$ cat src/rtl/cheese_if.sv
// Position/score bundle between the cheese controller, the player logic, the drawer and the HUD.
// master = game side that drives ticks and player position; slave = cheese_ctl.
interface cheese_if;
  logic        frame_tick;
  logic        game_en;
  logic [10:0] player_x;
  logic [10:0] player_y;
  logic [10:0] cheese_x;
  logic [10:0] cheese_y;
  logic        cheese_vis;
  logic        collected;
  logic [7:0]  score;

  modport master (
    output frame_tick, game_en, player_x, player_y,
    input  cheese_x, cheese_y, cheese_vis, collected, score
  );

  modport slave (
    input  frame_tick, game_en, player_x, player_y,
    output cheese_x, cheese_y, cheese_vis, collected, score
  );
endinterface

$ cat src/rtl/cheese_ctl.sv
// Cheese sprite sequencer: pseudo-random spawn, pickup detection on frame_tick,
// saturating score and frame-counted respawn delay.
module cheese_ctl #(
   parameter int CHEESE_W       = 32,
   parameter int CHEESE_H       = 24,
   parameter int PLAYER_W       = 48,
   parameter int PLAYER_H       = 64,
   parameter int X_MIN          = 64,
   parameter int X_BITS         = 9,
   parameter int Y_LVL0         = 600,
   parameter int Y_LVL1         = 450,
   parameter int Y_LVL2         = 300,
   parameter int Y_LVL3         = 150,
   parameter int RESPAWN_FRAMES = 60
) (
   input  logic       clk,
   input  logic       rst,
   cheese_if.slave    bus_if,
   output logic [1:0] dbg_state_o
);

   typedef enum logic [1:0] {
      S_IDLE   = 2'd0,
      S_SPAWN  = 2'd1,
      S_ACTIVE = 2'd2,
      S_WAIT   = 2'd3
   } state_t;

   localparam int CNT_W = (RESPAWN_FRAMES > 1) ? $clog2(RESPAWN_FRAMES) : 1;
   localparam logic [CNT_W-1:0] CNT_LOAD = CNT_W'(RESPAWN_FRAMES - 1);
   localparam logic [11:0] CW12 = 12'(CHEESE_W);
   localparam logic [11:0] CH12 = 12'(CHEESE_H);
   localparam logic [11:0] PW12 = 12'(PLAYER_W);
   localparam logic [11:0] PH12 = 12'(PLAYER_H);

   state_t           state_q, state_d;
   logic [15:0]      lfsr_q, lfsr_d;
   logic [CNT_W-1:0] cnt_q, cnt_d;
   logic [10:0]      x_q, x_d;
   logic [10:0]      y_q, y_d;
   logic             vis_q, vis_d;
   logic             coll_q, coll_d;
   logic [7:0]       score_q, score_d;

   logic [10:0]      spawn_x;
   logic [10:0]      spawn_y;
   logic             hit;
   logic [11:0]      px, py, cx, cy;

   // Taps 16,14,13,11; a nonzero seed keeps the register out of the all-zero lockup.
   assign lfsr_d  = {lfsr_q[14:0], lfsr_q[15] ^ lfsr_q[13] ^ lfsr_q[12] ^ lfsr_q[10]};
   assign spawn_x = 11'(X_MIN) + 11'(lfsr_q[X_BITS-1:0]);

   always_comb begin
      spawn_y = 11'(Y_LVL0);
      case (lfsr_q[15:14])
         2'd0:    spawn_y = 11'(Y_LVL0);
         2'd1:    spawn_y = 11'(Y_LVL1);
         2'd2:    spawn_y = 11'(Y_LVL2);
         default: spawn_y = 11'(Y_LVL3);
      endcase
   end

   // Strict inequalities: boxes that only share an edge do not count as touching.
   assign px  = {1'b0, bus_if.player_x};
   assign py  = {1'b0, bus_if.player_y};
   assign cx  = {1'b0, x_q};
   assign cy  = {1'b0, y_q};
   assign hit = (px < cx + CW12) && (cx < px + PW12) &&
                (py < cy + CH12) && (cy < py + PH12);

   always_comb begin
      state_d = state_q;
      cnt_d   = cnt_q;
      x_d     = x_q;
      y_d     = y_q;
      vis_d   = vis_q;
      coll_d  = 1'b0;
      score_d = score_q;
      if (!bus_if.game_en) begin
         state_d = S_IDLE;
         vis_d   = 1'b0;
      end else begin
         case (state_q)
            S_IDLE: begin
               vis_d   = 1'b0;
               score_d = 8'd0;
               state_d = S_SPAWN;
            end
            S_SPAWN: begin
               x_d     = spawn_x;
               y_d     = spawn_y;
               vis_d   = 1'b1;
               state_d = S_ACTIVE;
            end
            S_ACTIVE: begin
               if (bus_if.frame_tick && hit) begin
                  coll_d  = 1'b1;
                  score_d = (score_q == 8'hFF) ? score_q : score_q + 8'd1;
                  vis_d   = 1'b0;
                  cnt_d   = CNT_LOAD;
                  state_d = S_WAIT;
               end
            end
            default: begin
               if (bus_if.frame_tick) begin
                  if (cnt_q == '0) state_d = S_SPAWN;
                  else             cnt_d   = cnt_q - 1'b1;
               end
            end
         endcase
      end
   end

   always_ff @(posedge clk) begin
      if (rst) begin
         state_q <= S_IDLE;
         lfsr_q  <= 16'hACE1;
         cnt_q   <= '0;
         x_q     <= '0;
         y_q     <= '0;
         vis_q   <= 1'b0;
         coll_q  <= 1'b0;
         score_q <= '0;
      end else begin
         state_q <= state_d;
         lfsr_q  <= lfsr_d;
         cnt_q   <= cnt_d;
         x_q     <= x_d;
         y_q     <= y_d;
         vis_q   <= vis_d;
         coll_q  <= coll_d;
         score_q <= score_d;
      end
   end

   assign bus_if.cheese_x   = x_q;
   assign bus_if.cheese_y   = y_q;
   assign bus_if.cheese_vis = vis_q;
   assign bus_if.collected  = coll_q;
   assign bus_if.score      = score_q;
   assign dbg_state_o       = state_q;

endmodule

$ cat src/flat_wrapper.sv
// flat-port wrapper written by rule: the top's interface ports become plain ports
module cheese_ctl_flat 
#(
   parameter int CHEESE_W       = 32,
   parameter int CHEESE_H       = 24,
   parameter int PLAYER_W       = 48,
   parameter int PLAYER_H       = 64,
   parameter int X_MIN          = 64,
   parameter int X_BITS         = 9,
   parameter int Y_LVL0         = 600,
   parameter int Y_LVL1         = 450,
   parameter int Y_LVL2         = 300,
   parameter int Y_LVL3         = 150,
   parameter int RESPAWN_FRAMES = 60
)
  (clk, rst, dbg_state_o, bus_if_frame_tick, bus_if_game_en, bus_if_player_x, bus_if_player_y, bus_if_cheese_x, bus_if_cheese_y, bus_if_cheese_vis, bus_if_collected, bus_if_score);
  cheese_if bus_if_i ();
  input  logic clk;
  input  logic rst;
  output logic [1:0] dbg_state_o;
  input wire logic [$bits(bus_if_i.frame_tick)-1:0] bus_if_frame_tick;
  input wire logic [$bits(bus_if_i.game_en)-1:0] bus_if_game_en;
  input wire logic [$bits(bus_if_i.player_x)-1:0] bus_if_player_x;
  input wire logic [$bits(bus_if_i.player_y)-1:0] bus_if_player_y;
  output wire logic [$bits(bus_if_i.cheese_x)-1:0] bus_if_cheese_x;
  output wire logic [$bits(bus_if_i.cheese_y)-1:0] bus_if_cheese_y;
  output wire logic [$bits(bus_if_i.cheese_vis)-1:0] bus_if_cheese_vis;
  output wire logic [$bits(bus_if_i.collected)-1:0] bus_if_collected;
  output wire logic [$bits(bus_if_i.score)-1:0] bus_if_score;
  assign bus_if_i.frame_tick = bus_if_frame_tick;
  assign bus_if_i.game_en = bus_if_game_en;
  assign bus_if_i.player_x = bus_if_player_x;
  assign bus_if_i.player_y = bus_if_player_y;
  assign bus_if_cheese_x = bus_if_i.cheese_x;
  assign bus_if_cheese_y = bus_if_i.cheese_y;
  assign bus_if_cheese_vis = bus_if_i.cheese_vis;
  assign bus_if_collected = bus_if_i.collected;
  assign bus_if_score = bus_if_i.score;
  cheese_ctl #(.CHEESE_W(CHEESE_W), .CHEESE_H(CHEESE_H), .PLAYER_W(PLAYER_W), .PLAYER_H(PLAYER_H), .X_MIN(X_MIN), .X_BITS(X_BITS), .Y_LVL0(Y_LVL0), .Y_LVL1(Y_LVL1), .Y_LVL2(Y_LVL2), .Y_LVL3(Y_LVL3), .RESPAWN_FRAMES(RESPAWN_FRAMES)) u_core (.clk(clk), .rst(rst), .bus_if(bus_if_i), .dbg_state_o(dbg_state_o));
endmodule
$ cat config.mk
export PLATFORM = sky130hd
export DESIGN_NAME = cheese_ctl_flat
export DESIGN_NICKNAME = d
export VERILOG_FILES = /design/src/rtl/cheese_if.sv /design/src/rtl/cheese_ctl.sv /design/src/flat_wrapper.sv
export SDC_FILE = /design/constraint.sdc
export NUM_CORES = 1
export LEC_CHECK = 0
export ABC_AREA = 0
export CORE_MARGIN = 2
export CORE_UTILIZATION = 40
export DETAILED_ROUTE_END_ITERATION = 8
export PLACE_DENSITY = 0.66
export SETUP_SLACK_MARGIN = 0.05
export SYNTH_ARGS = -nofsm -noshare
export SYNTH_HDL_FRONTEND = slang
export SYNTH_SLANG_ARGS = --single-unit
$ cat constraint.sdc
create_clock -name clk -period 2.65 [get_ports clk]
set_input_delay 0.53 -clock clk [delete_from_list [all_inputs] [get_ports clk]]
set_output_delay 0.53 -clock clk [all_outputs]
set_load 0.05 [all_outputs]
==> reports/results.md, run 1 <==
## Outcome
• outcome: complete, but fails checks
• violated checks: negative setup slack

## Global route
• antenna violations before repair: 0
• overall track demand over capacity in global routing: 18.7%
• total overflow reported by the global router: 0
• via count of the first global-routing pass: 3,233
• global-route wire length before repair: 14.9 mm
• pin count of the biggest net entering global routing: 38

## Floorplan
• Core Rows: 33
• total die area: 0.00944 mm^2
• Boundary Pins: 60
• core region area: 0.00830 mm^2
• initial core utilization: 41.8%
• Chip Height: 97.1 um
• Die Wd: 97.1 um

## Power
• reported leakage power: 2.14 nW
• total power per unit cell area: 361 mW/mm^2
• proportion of power drawn by the clock network: 25.7%
• proportion of power drawn by flip-flops and latches: 45.9%
• Internal Power: 1.26 mW
• maximum VDD drop: 0.000258 V
• switching fraction of total power: 30.6%
• NetSw: 0.557 mW
• final total power: 1.82 mW
• Comb pwr share: 28.4%

## Clocking
• Worst-Skew Late Latency: 310 ps
• number of levels the H-tree was split into: 2
• number of hold buffers added after cts: 0
• CTS clk-pin slew, worst paths: 90 ps
• TritonCTS clock tree: built
• CTS Sinks: 52
• total clock buffers created by CTS: 5
• CTS max path bufs: 2
• CTS Root Cell: sky130_fd_sc_hd__clkbuf_8

## Synth
• post-synthesis average cell area: 8.46 um^2
• sequential area share after synthesis: 30.0%
• Yosys cell types: 53
• multiplexer share of the synthesized area: 0.865%
• main combinational cell family by area after synthesis: simple AND/OR/NAND/NOR gates
• Post-synth EDFFs: 0
• gate count of the mapped netlist: 410
• parity-gate share of the synthesized area counting xor and xnor cells: 4.54%
• async set-or-reset flop fraction in the synthesized netlist: 0%
• post-synth top area share: 30.0%
• count of warnings emitted by yosys: 0
• area share of fa/ha/maj cells after synthesis: 19.5%
• compound-cell area share of the yosys netlist: 17.6%
• library cell with the largest summed area after synthesis: sky130_fd_sc_hd__dfxtp_1
• synthesized cell area: 0.00347 mm^2
• count leader, synth: sky130_fd_sc_hd__ha_1
• post-synthesis sequential element count: 52
• leading register cell type out of synthesis: sky130_fd_sc_hd__dfxtp_1
• main area contributors after synthesis: sky130_fd_sc_hd__dfxtp_1 (30%), sky130_fd_sc_hd__ha_1 (19%), sky130_fd_sc_hd__nand2_1 (4.9%)
• synth cell count leaders: sky130_fd_sc_hd__ha_1 (54), sky130_fd_sc_hd__dfxtp_1 (52), sky130_fd_sc_hd__nand2_1 (45), sky130_fd_sc_hd__inv_1 (32), sky130_fd_sc_hd__a21oi_1 (29)
• basic-gate share of the synthesized area counting and, or, nand and nor cells: 21.7%

## Timing
• clock period minus final worst setup slack: 2760 ps
• final setup violation count: 17
• slack of the critical path: -114 ps
• Max-Slew Margin vs Limit: 52.9%
• Hold Slack: 419 ps
• setup repair after global routing missed its margin: true
• transition time at the pin with the least slew margin: 704 ps
• maximum clock skew at final layout: 8.42 ps
• timing-limited maximum frequency: 0.362 GHz
• Final Hold Viols: 0
• max-slew violation count: 0
• period utilization: 104%
• total negative slack for setup checks: -998 ps

## Critical path
• most frequent cell on the critical path: sky130_fd_sc_hd__nand3_2
• cell-by-cell listing of the critical path: inv_4 -> ha_4 -> nor2_4 -> nand3_2 -> xor2_1 -> ha_1 -> a21o_1 -> a22oi_2 -> o2111ai_2 -> a21oi_4 -> nand4_4 -> or4b_4 -> nand3_2
• worst setup path category: reg -> reg
• sort of element at the start of the critical path: register
• Arrival @ worst endpoint: 3010 ps
• R2R depth: 13
• Data required, critical path: 2900 ps
• critical-path cell with the highest stage delay: sky130_fd_sc_hd__or4b_4
• CP max FO: 7
• r2r startpoint: u_core.bus_if.cheese_y[3]$_SDFFE_PP0P_
• slack of the worst reg-to-reg path: -110 ps
• CP endpoint kind: register
• capture instance of the worst register-to-register path: u_core.bus_if.score[4]$_SDFFE_PP0P_
• Max stage delay on crit path: 530 ps
• crit path launch: u_core.bus_if.cheese_y[3]$_SDFFE_PP0P_
• worst setup path end: u_core.bus_if.score[4]$_SDFFE_PP0P_

## Detailed routing
• post-route DRC violation count: 0
• Vias: 3,382
• Detailed Route Iter0 Violations: 149
• wirelength, routed: 9.16 mm
• number of nets with antenna violations after routing: 0
• via/cell ratio: 5.27
• wire length per cell after detailed routing: 14.3 um
• Pre-antenna DRT Iters: 4

## Placement
• post-placement setup slack: -710 ps
• number of buffers added on ports: 56
• detailed placer's ending HPWL: 6.70 mm
• RD Place Congestion: 0.832

## Finish
• footprint of the multi-input gates: 0.00245 mm^2
• net total in the final layout: 616
• Reg area: 0.00106 mm^2
• share of final-layout standard cells stronger than drive strength 1: 26.6%
• synthesis-to-finish area growth: 45.3%
• Fillers: 738
• count of inserted antenna diode cells: 0

## Worst hold path
• Worst Hold Class: reg -> reg
• start point of the worst hold path: u_core.lfsr_q[9]$_SDFF_PP0_

## Flow run
• maximum capacitance violations: 0

-- critical path, delay by kind of cell (launching register included) --
family / cells / cell delay (ps)
flops: 1 / 370
buf+inv: 1 / 40
fa+ha+maj: 2 / 460
simple gates: 5 / 990
xor+xnor: 1 / 150
compound gates: 4 / 680
-- final cells by class --
class | count | share of cell area, %
multi-input cells | 312 | 48.7
repair buffers | 133 | 23.3
flip-flops and latches | 52 | 21.1
well taps | 105 | 2.61
inverters | 32 | 2.43
clock buffers | 7 | 1.71
clock inverters | 1 | 0.149
-- per-layer routing --
metal | wire, um | track usage, % | vias to the layer above
met5 | 0 | 0 | -
li1 | - | - | 1708
met2 | 4580 | 32.8 | 64
met3 | 308 | 3.02 | 10
met4 | 120 | 4.66 | 0
met1 | 4150 | 24.0 | 1600
-- layout by cell type, fill, tap and decap left out, types with 3 or more instances in the layout --
master / netlist / routed
sky130_fd_sc_hd__a211oi_1: 7 / 5
sky130_fd_sc_hd__a21o_1: 6 / 6
sky130_fd_sc_hd__a21oi_1: 29 / 24
sky130_fd_sc_hd__a21oi_2: 0 / 4
sky130_fd_sc_hd__a31oi_1: 4 / 4
sky130_fd_sc_hd__a32oi_1: 4 / 4
sky130_fd_sc_hd__and3_1: 6 / 6
sky130_fd_sc_hd__buf_4: 4 / 67
sky130_fd_sc_hd__buf_6: 0 / 8
sky130_fd_sc_hd__clkbuf_8: 0 / 6
sky130_fd_sc_hd__clkdlybuf4s50_1: 0 / 45
sky130_fd_sc_hd__conb_1: 1 / 3
sky130_fd_sc_hd__dfxtp_1: 52 / 42
sky130_fd_sc_hd__dfxtp_2: 0 / 6
sky130_fd_sc_hd__dfxtp_4: 0 / 4
sky130_fd_sc_hd__dlygate4sd2_1: 0 / 8
sky130_fd_sc_hd__ha_1: 54 / 49
sky130_fd_sc_hd__ha_4: 0 / 3
sky130_fd_sc_hd__inv_1: 32 / 27
sky130_fd_sc_hd__inv_2: 0 / 4
sky130_fd_sc_hd__nand2_1: 45 / 45
sky130_fd_sc_hd__nand3_1: 25 / 22
sky130_fd_sc_hd__nand3_2: 0 / 3
sky130_fd_sc_hd__nand4_1: 4 / 4
sky130_fd_sc_hd__nor2_1: 17 / 15
sky130_fd_sc_hd__nor2b_1: 10 / 10
sky130_fd_sc_hd__nor3_1: 7 / 7
sky130_fd_sc_hd__nor3b_1: 4 / 4
sky130_fd_sc_hd__o211ai_1: 5 / 5
sky130_fd_sc_hd__o21a_1: 5 / 5
sky130_fd_sc_hd__o21ai_0: 6 / 5
sky130_fd_sc_hd__or2_2: 10 / 10
sky130_fd_sc_hd__or3_1: 3 / 3
sky130_fd_sc_hd__or4_1: 6 / 6
sky130_fd_sc_hd__xnor2_1: 6 / 6
sky130_fd_sc_hd__xor2_1: 12 / 12
-- worst min-delay path by stage --
stage	to	slack, ps	cells after the start
final	u_core.lfsr_q[10]$_SDFF_PP1_	420	1
after global routing	u_core.lfsr_q[10]$_SDFF_PP1_	440	1
after CTS	u_core.lfsr_q[10]$_SDFF_PP1_	420	1
after detailed placement	u_core.lfsr_q[10]$_SDFF_PP1_	400	1
after global placement	u_core.lfsr_q[10]$_SDFF_PP1_	390	1
after floorplan	u_core.lfsr_q[10]$_SDFF_PP1_	390	1
-- repair_timing --
| item | 4_1_cts | 5_1_grt |
|---|---|---|
| pin swaps | 19 | 17 |
| buffers inserted | 13 | 9 |
| endpoints found under the hold margin | 0 | 0 |
| gates resized for setup | 30 | 27 |
| gates cloned | 1 | 0 |
| endpoints found under the setup margin | 18 | 18 |
-- kinds of logic after synthesis --
| logic type | after synthesis |
|---|---|
| AOI/OAI and AO/OA | 87 |
| xor gates and xnor gates | 18 |
| adders and majority gates | 54 |
| buffers and inverters | 49 |
| DFF | 52 |
| muxes | 3 |
| other | 1 |
| and+or+nand+nor | 146 |
-- stage by stage --
| step | instances | util, % | area [um^2] |
|---|---|---|---|
| global placement | 611 | 54.9 | 4560 |
| CTS | 633 | 58.6 | 4860 |
| global route | 642 | 60.7 | 5040 |
| floorplan | 412 | - | 3530 |
| detailed placement | 611 | 54.9 | 4560 |
| finish | 642 | 60.7 | 5040 |
-- registers in the layout, indices dropped and copies added, names as in the netlist --
signal	cells
u_core.cnt_q	6
u_core.bus_if.cheese_x	10
u_core.bus_if.cheese_y	8
u_core.dbg_state_o	2
u_core.bus_if.score	8
u_core.lfsr_q	16
u_core.bus_if.cheese_vis	1
u_core.bus_if.collected	1
-- power groups by stage --
stage,combinational (mW),clock [mW],sequential [mW]
floorplan,0.225,0,0.901
global placement,0.452,0,0.853
detailed placement,0.464,0,0.854
CTS,0.494,0.483,0.836
global route,0.563,0.514,0.841
finish,0.517,0.468,0.835
Power figures use the tool's default switching activity.
==> run 2, diff against run 1 <==
==> constraint.sdc (replaced) <==
create_clock -name clk -period 2.65 [get_ports clk]
set_input_delay 0.3975 -clock clk [delete_from_list [all_inputs] [get_ports clk]]
set_output_delay 0.3975 -clock clk [all_outputs]
set_load 0.05 [all_outputs]
==> run 2 against run 1 <==
The flow still finishes with violations (negative setup slack). Utilization decreased by 1.2 points. Register-to-register slack barely moved. First-iteration DRC count up 30%. Largest cell class unchanged.
==> reports/results.md, run 2 (synthesized netlist as in run 1, its figures left out) <==
## Finish
• largest reg by FF count: u_core.lfsr_q
• post-route cell area: 0.00494 mm^2
• share of final-layout standard cells stronger than drive strength 1: 25.2%
• count of inserted antenna diode cells: 0
• number of flip-flops under the largest register name: 16
• synthesis-to-finish area growth: 42.4%
• most frequent standard cell in the layout excluding fill and tap cells: sky130_fd_sc_hd__buf_4
• final instance count without filler cells: 637
• commonest cells after routing, fill and taps aside: sky130_fd_sc_hd__buf_4 (68), sky130_fd_sc_hd__ha_1 (50), sky130_fd_sc_hd__clkdlybuf4s50_1 (49)
• net total in the final layout: 611

## Critical path
• CP max FO: 6
• Max stage delay on crit path: 460 ps
• cell-by-cell listing of the critical path: inv_4 -> ha_4 -> nor2_4 -> nand3_2 -> xor2_1 -> ha_1 -> a21o_1 -> a22oi_1 -> o2111ai_1 -> a21oi_2 -> nand4_4 -> buf_12 -> or4b_1 -> nand3_1
• CP endpoint kind: register
• r2r startpoint: u_core.bus_if.cheese_y[3]$_SDFFE_PP0P_
• capture instance of the worst register-to-register path: u_core.bus_if.score[4]$_SDFFE_PP0P_
• worst setup path category: reg -> reg
• critical-path cell with the highest stage delay: sky130_fd_sc_hd__or4b_1
• sort of element at the start of the critical path: register
• slack of the worst reg-to-reg path: -100 ps
• Data required, critical path: 2900 ps
• Arrival @ worst endpoint: 3000 ps
• R2R depth: 14

## Outcome
• outcome: complete, but fails checks
• violated checks: negative setup slack

## Timing
• slack of the critical path: -101 ps
• transition time at the pin with the least slew margin: 666 ps
• setup repair after global routing missed its margin: true
• Final Hold Viols: 0
• max-slew violation count: 0
• total negative slack for setup checks: -390 ps
• timing-limited maximum frequency: 0.363 GHz
• Max-Slew Margin vs Limit: 55.4%
• final setup violation count: 10
• clock period minus final worst setup slack: 2750 ps
• period utilization: 104%
• maximum clock skew at final layout: 5.62 ps

## Clocking
• total clock buffers created by CTS: 5
• number of levels the H-tree was split into: 2
• TritonCTS clock tree: built
• number of hold buffers added after cts: 0
• CTS max path bufs: 2
• Worst-Skew Late Latency: 300 ps
• CTS clk-pin slew, worst paths: 90 ps
• CTS Sinks: 52
• CTS Root Cell: sky130_fd_sc_hd__clkbuf_8

## Floorplan
• core region area: 0.00830 mm^2
• initial core utilization: 41.8%
• total die area: 0.00944 mm^2
• Chip Height: 97.1 um
• Die Wd: 97.1 um
• Core Rows: 33
• Boundary Pins: 60

## Worst hold path
• WHS Path Cells: 1
• start point of the worst hold path: u_core.lfsr_q[9]$_SDFF_PP0_
• endpoint of the worst hold-timing path: u_core.lfsr_q[10]$_SDFF_PP1_
• Worst Hold Class: reg -> reg

## Placement
• detailed placer's ending HPWL: 6.56 mm
• cell count after placement: 611
• placement-stage cell area: 0.00456 mm^2
• RD Place Congestion: 0.832
• post-placement setup slack: -612 ps
• number of buffers added on ports: 56

## Global route
• global-route wire length before repair: 14.7 mm
• via count of the first global-routing pass: 3,172
• overall track demand over capacity in global routing: 18.3%
• total overflow reported by the global router: 0
• antenna violations before repair: 0
• pin count of the biggest net entering global routing: 38

## Detailed routing
• number of nets with antenna violations after routing: 0
• via/cell ratio: 5.22
• Vias: 3,324
• post-route DRC violation count: 0
• Pre-antenna DRT Iters: 4
• wirelength, routed: 8.80 mm
• wire length per cell after detailed routing: 13.8 um
• Detailed Route Iter0 Violations: 194

## Power
• proportion of power drawn by the clock network: 26.0%
• total power per unit cell area: 366 mW/mm^2
• switching fraction of total power: 30.4%
• reported leakage power: 2.08 nW
• proportion of power drawn by flip-flops and latches: 46.2%
• Comb pwr share: 27.8%
• maximum VDD drop: 0.000217 V
• Internal Power: 1.26 mW
• NetSw: 0.550 mW

## Flow run
• maximum capacitance violations: 0

==> run 2: metrics by stage <==
step	hold slack [ps]	total power, mW	utilization [%]
after global routing	451	1.91	59.6
final	419	1.81	59.6
after global placement	395	1.30	54.9
after detailed placement	394	1.32	54.9
after CTS	419	1.81	58.4
after floorplan	389	1.13	-
==> run 2: metal layers <==
layer	GRT usage, %	vias to the layer above	routed length (um)
li1	-	1701	-
met1	24.5	1549	4140
met2	31.0	68	4170
met3	2.95	6	400
met4	4.33	0	93
met5	0	-	0
==> run 2: timing repair <==
action,in CTS,in global routing
endpoints found under the hold margin,0,0
setup endpoints to repair,18,18
pin swaps,16,14
setup buffers,13,4
resized for setup,21,21
gates cloned,1,0
==> run 2: how the worst max path moves through the flow <==
stage                                                 startpoint  cells after the start  slack, ps                                   to
after floorplan           u_core.bus_if.cheese_y[3]$_SDFFE_PP0P_                     13        -20  u_core.bus_if.score[4]$_SDFFE_PP0P_
after global placement                        bus_if_player_x[4]                     13       -510  u_core.bus_if.score[4]$_SDFFE_PP0P_
after detailed placement                      bus_if_player_x[4]                     13       -610  u_core.bus_if.score[4]$_SDFFE_PP0P_
after CTS                 u_core.bus_if.cheese_y[3]$_SDFFE_PP0P_                     13       -100  u_core.bus_if.score[7]$_SDFFE_PP0P_
after global routing      u_core.bus_if.cheese_y[3]$_SDFFE_PP0P_                     14       -240  u_core.bus_if.score[4]$_SDFFE_PP0P_
final                     u_core.bus_if.cheese_y[3]$_SDFFE_PP0P_                     14       -100  u_core.bus_if.score[4]$_SDFFE_PP0P_
==> run 2: cell type report <==
type | instances | area, um^2
flip-flops and latches | 52 | 1060
inverters | 32 | 123
clock inverters | 1 | 7.51
fillers | 725 | 3360
multi-input cells | 312 | 2420
clock buffers | 7 | 86.3
well taps | 105 | 131
repair buffers | 128 | 1110
==> run 2: worst max-delay path: cells and delay by family (launching register included) <==
kind / cells / cell delay (ps)
simple gates: 5 / 880
buf+inv: 2 / 210
fa+ha+maj: 2 / 460
flops: 1 / 370
xor+xnor: 1 / 150
compound gates: 4 / 630
==> run 2: power groups by stage <==
stage	registers, mW	logic [mW]	clock network, mW
floorplan	0.901	0.225	0
global placement	0.853	0.452	0
detailed placement	0.854	0.463	0
CTS	0.835	0.493	0.481
global route	0.840	0.554	0.515
finish	0.835	0.503	0.469
